<file path="config.mk">
export PLATFORM = sky130hd
export DESIGN_NAME = viterbi_traceback_unit
export DESIGN_NICKNAME = d
export VERILOG_FILES = /design/src/rtl/viterbi_traceback_unit.sv
export SDC_FILE = /design/constraint.sdc
export NUM_CORES = 1
export LEC_CHECK = 0
export CORE_UTILIZATION = 64
export CTS_BUF_LIST = sky130_fd_sc_hd__clkbuf_2
export CTS_CLUSTER_DIAMETER = 40
export DETAILED_ROUTE_END_ITERATION = 10
export PLACE_DENSITY = 0.83
export SETUP_SLACK_MARGIN = 0.3
export SYNTH_ARGS = -nofsm -noshare
export SYNTH_HDL_FRONTEND = slang
export SYNTH_SLANG_ARGS = --single-unit
</file>
<file path="constraint.sdc">
create_clock -name i_clk -period 2.8 [get_ports i_clk]
set_input_delay 0.28 -clock i_clk [delete_from_list [all_inputs] [get_ports i_clk]]
set_output_delay 0.28 -clock i_clk [all_outputs]
set_load 0.01 [all_outputs]
</file>
<file path="src/rtl/viterbi_traceback_unit.sv">
// Survivor-path traceback for a Viterbi decoder of constraint length K. Buffers ACS decisions,
// performs block traceback and emits DEC_LEN decoded bits per block in chronological order.
module viterbi_traceback_unit #(
  parameter int unsigned K        = 3,
  parameter int unsigned TB_DEPTH = 16,
  parameter int unsigned DEC_LEN  = 8,
  parameter int unsigned TB_MODE  = 0
) (
  input  logic                        i_clk,
  input  logic                        i_rst_n,
  input  logic                        i_valid,
  input  logic [(1 << (K - 1)) - 1:0] i_dec,
  input  logic [K-2:0]                i_best_state,
  output logic                        o_in_ready,
  output logic                        o_valid,
  output logic                        o_data,
  output logic                        o_last,
  output logic                        o_busy
);

  localparam int unsigned M   = K - 1;
  localparam int unsigned NS  = 1 << M;
  localparam int unsigned MEM = TB_DEPTH + DEC_LEN;
  localparam int unsigned PW  = $clog2(MEM);
  localparam int unsigned CW  = $clog2(MEM + 1);
  localparam int unsigned OW  = $clog2(DEC_LEN + 1);

  typedef enum logic [1:0] {StFill, StTrace, StOut} state_e;

  state_e st_q, st_d;

  logic [NS-1:0]      mem_q [MEM];
  logic [PW-1:0]      wptr_q, rd_ptr_q;
  logic [CW-1:0]      fill_cnt_q, trace_cnt_q, need;
  logic [OW-1:0]      out_cnt_q;
  logic [M-1:0]       tb_state_q;
  logic [DEC_LEN-1:0] lifo_q;
  logic               first_q;
  logic               accept, fill_done, trace_end, out_end;
  logic [NS-1:0]      rd_vec;

  assign need      = first_q ? CW'(MEM) : CW'(DEC_LEN);
  assign accept    = (st_q == StFill) && i_valid;
  assign fill_done = accept && ((fill_cnt_q + 1'b1) == need);
  assign trace_end = (st_q == StTrace) && (trace_cnt_q == CW'(MEM - 1));
  assign out_end   = (st_q == StOut) && (out_cnt_q == OW'(DEC_LEN - 1));
  assign rd_vec    = mem_q[rd_ptr_q];

  always_ff @(posedge i_clk or negedge i_rst_n) begin
    if (!i_rst_n) begin
      st_q <= StFill;
    end else begin
      st_q <= st_d;
    end
  end

  always_comb begin
    st_d = st_q;
    unique case (st_q)
      StFill:  if (fill_done) st_d = StTrace;
      StTrace: if (trace_end) st_d = StOut;
      StOut:   if (out_end) st_d = StFill;
      default: st_d = StFill;
    endcase
  end

  always_comb begin
    o_in_ready = (st_q == StFill);
    o_busy     = (st_q != StFill);
    o_valid    = (st_q == StOut);
    o_data     = o_valid & lifo_q[0];
    o_last     = out_end;
  end

  // Survivor memory holds no reset: entries are always written before traceback reads them.
  always_ff @(posedge i_clk) begin
    if (accept) mem_q[wptr_q] <= i_dec;
  end

  always_ff @(posedge i_clk or negedge i_rst_n) begin
    if (!i_rst_n) begin
      wptr_q      <= '0;
      rd_ptr_q    <= '0;
      fill_cnt_q  <= '0;
      trace_cnt_q <= '0;
      out_cnt_q   <= '0;
      tb_state_q  <= '0;
      lifo_q      <= '0;
      first_q     <= 1'b1;
    end else begin
      if (accept) begin
        wptr_q     <= (wptr_q == PW'(MEM - 1)) ? '0 : wptr_q + 1'b1;
        fill_cnt_q <= fill_done ? '0 : fill_cnt_q + 1'b1;
      end
      if (fill_done) begin
        rd_ptr_q    <= wptr_q;
        tb_state_q  <= (TB_MODE == 1) ? '0 : i_best_state;
        trace_cnt_q <= '0;
      end
      if (st_q == StTrace) begin
        rd_ptr_q    <= (rd_ptr_q == '0) ? PW'(MEM - 1) : rd_ptr_q - 1'b1;
        tb_state_q  <= {tb_state_q[M-2:0], rd_vec[tb_state_q]};
        trace_cnt_q <= trace_cnt_q + 1'b1;
        out_cnt_q   <= '0;
        // Newest-in-time bits are pushed first, so the shift LIFO pops the oldest first.
        if (trace_cnt_q >= CW'(TB_DEPTH)) lifo_q <= DEC_LEN'({lifo_q, tb_state_q[M-1]});
      end
      if (st_q == StOut) begin
        lifo_q    <= lifo_q >> 1;
        out_cnt_q <= out_cnt_q + 1'b1;
        if (out_end) first_q <= 1'b0;
      end
    end
  end

endmodule

</file>
* Word level (Yosys, flattened, before mapping)
Memory sizes are Yosys's and may differ from the RTL's.
Index checks and enable logic that the tools add are counted.
** Word-level totals
- Memories :: 1
- Memory bits (writable) :: 96
- Input bits :: 9
- Output and inout port bits :: 5
- Logic and storage cells :: 63
- Bits in registers :: 37
** Memories
- mem_q :: words 24, width 4, rd ports 1, clocked after Yosys merged registers in 0, wr ports 1, RTL line 32 : logic [NS-1:0] mem_q [MEM];
** Cells by class
- Equality and inequality tests :: 9
- Add/subtract/negate cells :: 5
- Bitwise logic cells :: 1
- Muxes and demuxes :: 23
- Magnitude comparators :: 2
- Reduce and logical (&&, ||, !) cells :: 13
** Operators by type and width (count)
- $mux W5 :: 8
- $mux W8 :: 3
- $add A5 B1 Y5 const B :: 3
- $eq A5 B5 Y1 const B :: 2
- $mux W2 :: 5
- $mux W4 :: 2
- $reduce_bool A2 Y1 :: 4
- $pmux W2 S3 :: 1
- $eq A5 B5 Y1 :: 1
- $ge A5 B5 Y1 const B :: 1
- $logic_not A5 Y1 :: 1
- $sub A5 B1 Y5 const B :: 1
- $add A4 B1 Y4 const B :: 1
- $eq A4 B3 Y1 const B :: 1
- $logic_and A1 B1 Y1 :: 4
- $ne A2 B1 Y1 const B :: 2
- $reduce_and A2 Y1 :: 2
- $lt A2 B3 Y1 const B :: 1
- $mux W1 :: 3
- $reduce_and A3 Y1 :: 1
- $bmux W1 S2 :: 1
- $eq A2 B1 Y1 const B :: 1
- $eq A2 B2 Y1 const B :: 1
- $logic_not A2 Y1 :: 1
- other kinds (2) :: 2

* Depth between registers and ports, before layout
- Depth in word-level cells :: 5
- Mapped depth :: 9
- Depth with buffers taken out :: 6

* Worst setup path before layout
OpenSTA, ideal clock, no wires.
- Kind :: reg-to-reg
- Start :: register rd_ptr_q[0]
- End :: register rd_ptr_q[3]
- Cell stages (with the launch flop) :: 10
- Path buffers :: 3
- Required time :: 2674 ps
- Setup slack :: 737 ps
- Library setup time :: 126 ps
- Clock period less this slack :: 2063 ps
- Arrival :: 1937 ps
- Cells stage by stage :: dfrtp_1 > buf_6 > buf_4 > buf_2 > inv_1 > ha_1 > nand3b_1 > o21ai_0 > o22ai_1 > a221o_1
** On the way
- Word-level cells in the longest chain between the ends :: 3
- Elaborated cells on any way between the ends :: 4
- Those cells by class :: add/sub: 1; mux: 2; reduce/logical: 1
** RTL lines
- start, declared :: RTL line 33 : logic [PW-1:0] wptr_q, rd_ptr_q;
- start signal, assigned :: RTL line 96 : rd_ptr_q <= wptr_q;
- start signal, assigned :: RTL line 101 : rd_ptr_q <= (rd_ptr_q == '0) ? PW'(MEM - 1) : rd_ptr_q - 1'b1;
- $sub A5 B1 Y5 or $logic_not A5 Y1 (tied branches) :: RTL line 101
- $mux W5 (*) :: RTL line 101
- $mux W5 (*) :: RTL line 100 : if (st_q == StTrace) begin
Mark *: on every way between the ends. The rest lies on a longest branch, timed or not.
A chain may end at the register's enable or synchronous reset.

* Worst setup path in the final report
- Start :: register st_q[1]
- End :: output o_busy
** On the way
- Word-level cells in the longest chain between the ends :: 1
** RTL lines
- start, declared :: RTL line 30 : state_e st_q, st_d;
- start signal, assigned :: RTL line 51 : st_q <= StFill;
- start signal, assigned :: RTL line 53 : st_q <= st_d;
- $reduce_bool A2 Y1 :: RTL line 69 : o_busy = (st_q != StFill);
- end, declared :: RTL line 18 : output logic o_busy
No other way between the ends.

==> run_results.csv <==
group,metric,value,unit
outcome,status,"finished, violations left",
outcome,violations,"design-rule violations",
clocking,numCtsBuffers,17,
routing,vias_per_cell,6.49,
synthesis,yosys.area_share.simple,8.72,%
synthesis,yosys.area.top_type_share,49.1,%
synthesis,muxShareOfSynthArea,13.2,%
routing,wl,11500,um
synthesis,synthArstFlopShare,27.8,%
global_route,grt_pass1_wl,18200,um
synthesis,synth_commonest_cells,"96 x edfxtp_1, 36 x dfrtp_1, 36 x nand2_1",
synthesis,syn_nets,424,
sta,rsz0062_at_grt,"false",
routing,ant_nets,0,
routing,wire_per_inst,21.3,um
synthesis,synthXorXnorAreaFrac,1.19,%
global_route,grt_max_degree,38,
sta,tightest_slew,954,ps
floorplan,die_h,97.8,um
setup_path,worst-r2r-cell-count,6,
pwr,powerDensity,949,nW/um2
synthesis,ys_warn_count,0,
routing,drc,2,
sta,hold_viol_final,0,
placement,port_buffers,13,
floorplan,die_w,97.8,um
placement,dp_cells,510,
synthesis,synth_fa_ha_area_share,2.77,%
clocking,cts_setup_buffers,0,
synthesis,yosysTopAreaCell,"edfxtp_1",
floorplan,core-area,8810,um2
sta,fin_crit,2360,ps
clocking,cts_sinks,133,
synthesis,yosys-top-cells-area,"edfxtp_1 49%, dfrtp_1 15%, mux4_2 5.0%",
synthesis,ys_ff_latch,133,
synthesis,syn_inst,402,
setup_path,start_kind,"flip-flop",
floorplan,start_util,66.7,%
sta,setup_tns,0,ps
global_route,grt_overflow,0,
setup_path,cp.arrival,2080,ps
sta,slew_violations,0,
sta,fin_crit_sh,84.3,%
synthesis,syn_area_per_cell,14.6,um2
global_route,grt_pass1_vias,3473,
setup_path,path_class,"reg2out",
clocking,cts_root_buffer,"clkbuf_2",
job,drv_cap,0,
sta,max_freq,424,MHz
global_route,grt_util_all_layers,26.1,%
synthesis,ys_types,51,
routing,via_count,3518,
clocking,h-tree-depth,4,
layout,fin_cells,542,
min_path,hold_class,"in2async",
synthesis,synth_compound_area_share,6.84,%
floorplan,rows,34,
clocking,clock_latency,660,ps
floorplan,die-area,9560,um2
routing,drtIter0Drc,301,
layout,layout-area-overhead-vs-synth,8.59,%
synthesis,synth_top_family_by_area,"multiplexers",
layout,drive_gt1_share,14.5,%
synthesis,synth.most_common_cell,"edfxtp_1",
setup_path,crit_path_max_fanout,4,
sta,setup_slack,440,ps
synthesis,synth_edf_count,96,
layout,fin_nets,444,
setup_path,cp-end-kind,"output pin",
clocking,cts_tree,"yes",
clocking,clk_pin_slew,200,ps
synthesis,seq_area_frac_synth,64.9,%
synthesis,dominantRegCellSynth,"edfxtp_1",
pwr,peakVddDrop,0.535,mV
sta,finalSetupViolCount,0,
sta,clock_skew,26.2,ps
sta,maxSlewHeadroom,36.2,%
layout,antenna_cells,0,
clocking,cts_buffer_depth,2,
global_route,antenna_found_initial,0,
synthesis,syn_area,5870,um2
placement,gp_congestion,0.889,
pwr,p_leak,2.28,nW
placement,hpwl,7640,um
routing,first_pass_iters,8,
placement,dp_worst_setup_slack,442,ps
setup_path,crit_required,2520,ps
floorplan,ioPinCount,14,
-- stage by stage --
step	utilization (%)	total power [W]	hold WS, ps	cell area, um2
after floorplan	-	0.00425	-15.6	5870
after global placement	69.2	0.00470	423	6090
after detailed placement	69.2	0.00481	420	6090
after CTS	72.4	0.00605	201	6370
after global routing	72.4	0.00635	266	6370
final	72.4	0.00605	235	6370
-- what timing repair did --
| item | 4_1_cts | 5_1_grt |
|---|---|---|
| pin swaps | 0 | 1 |
| resized for setup | 6 | 1 |
| setup endpoints to repair | 2 | 3 |
| endpoints found under the hold margin | 36 | 0 |
| hold buffers | 1 | 0 |
-- critical path, cell delays in order (launching register included) --
cell and delay [ps]:
dfrtp_1 460, inv_1 100, ha_1 240, inv_1 90, clkdlybuf4s50_1 530
-- per-layer routing --
layer	part of all wire, %	routed length [um]	vias to the layer above	GRT usage [%]
met1	41	4750	1765	33.6
met3	5.4	620	24	4.87
met5	0	0	-	0
met4	2.5	285	0	12.5
met2	51	5880	145	43.5
li1	-	-	1584	-
-- where the power goes --
part           total, W  switching [W]  internal (W)
clock           0.00123       0.000727      0.000501
combinational   0.00207        0.00110      0.000971
sequential      0.00275       0.000371       0.00238
total           0.00605        0.00219       0.00386
-- path summary, 6_finish.rpt --
path	start	to	slack (ps)
max	st_q[1]	o_busy	440
min	i_rst_n	fill_cnt_q[3]	240
max reg2reg	st_q[1]	rd_ptr_q[4]	490
min reg2reg	first_q	first_q	510
max in group asynchronous	i_rst_n	rd_ptr_q[0]	1990
min in group i_clk	i_best_state[1]	tb_state_q[1]	300
-- placed cells by master (no fill, tap or decap), drive strengths merged, types with 3 or more instances in the layout --
| cell type | instances |
|---|---|
| mux4 | 22 |
| nand3 | 13 |
| mux2 | 3 |
| clkinv | 6 |
| inv | 17 |
| clkdlybuf4s50 | 11 |
| ha | 13 |
| and2 | 3 |
| o22ai | 17 |
| a21oi | 10 |
| xnor2 | 5 |
| nand3b | 5 |
| clkbuf | 17 |
| o21ai | 20 |
| nand2 | 36 |
| bufinv | 3 |
| edfxtp | 96 |
| xor2 | 3 |
| clkinvlp | 3 |
| dfrtp | 36 |
| mux2i | 21 |
| nor2 | 30 |
| buf | 7 |
-- cell type report --
class                           instances  area [um2]
Clock buffer                           17        85.1
Clock inverter                         14         174
Fill cell                             538        2430
Inverter                               15        56.3
Multi-Input combinational cell        235        1930
Sequential cell                       133        3810
Tap cell                              108         135
Timing Repair Buffer                   20         179
-- registers in the layout, summed over array words and instances, names as in the netlist, 4 cells and up --
| signal | cells |
|---|---|
| fill_cnt_q | 5 |
| lifo_q | 8 |
| mem_q | 96 |
| out_cnt_q | 4 |
| rd_ptr_q | 5 |
| trace_cnt_q | 5 |
| wptr_q | 5 |
-- logic make-up (layout without fill, tap and decap cells) --
kind of cell | after synthesis | after routing
muxes | 46 | 46
and+or+nand+nor | 105 | 105
xor gates and xnor gates | 8 | 8
buffers and inverters | 34 | 66
AOI/OAI and AO/OA | 63 | 63
adders and majority gates | 13 | 13
DFF | 133 | 133
No activity file was read; power rests on OpenSTA's default activity.
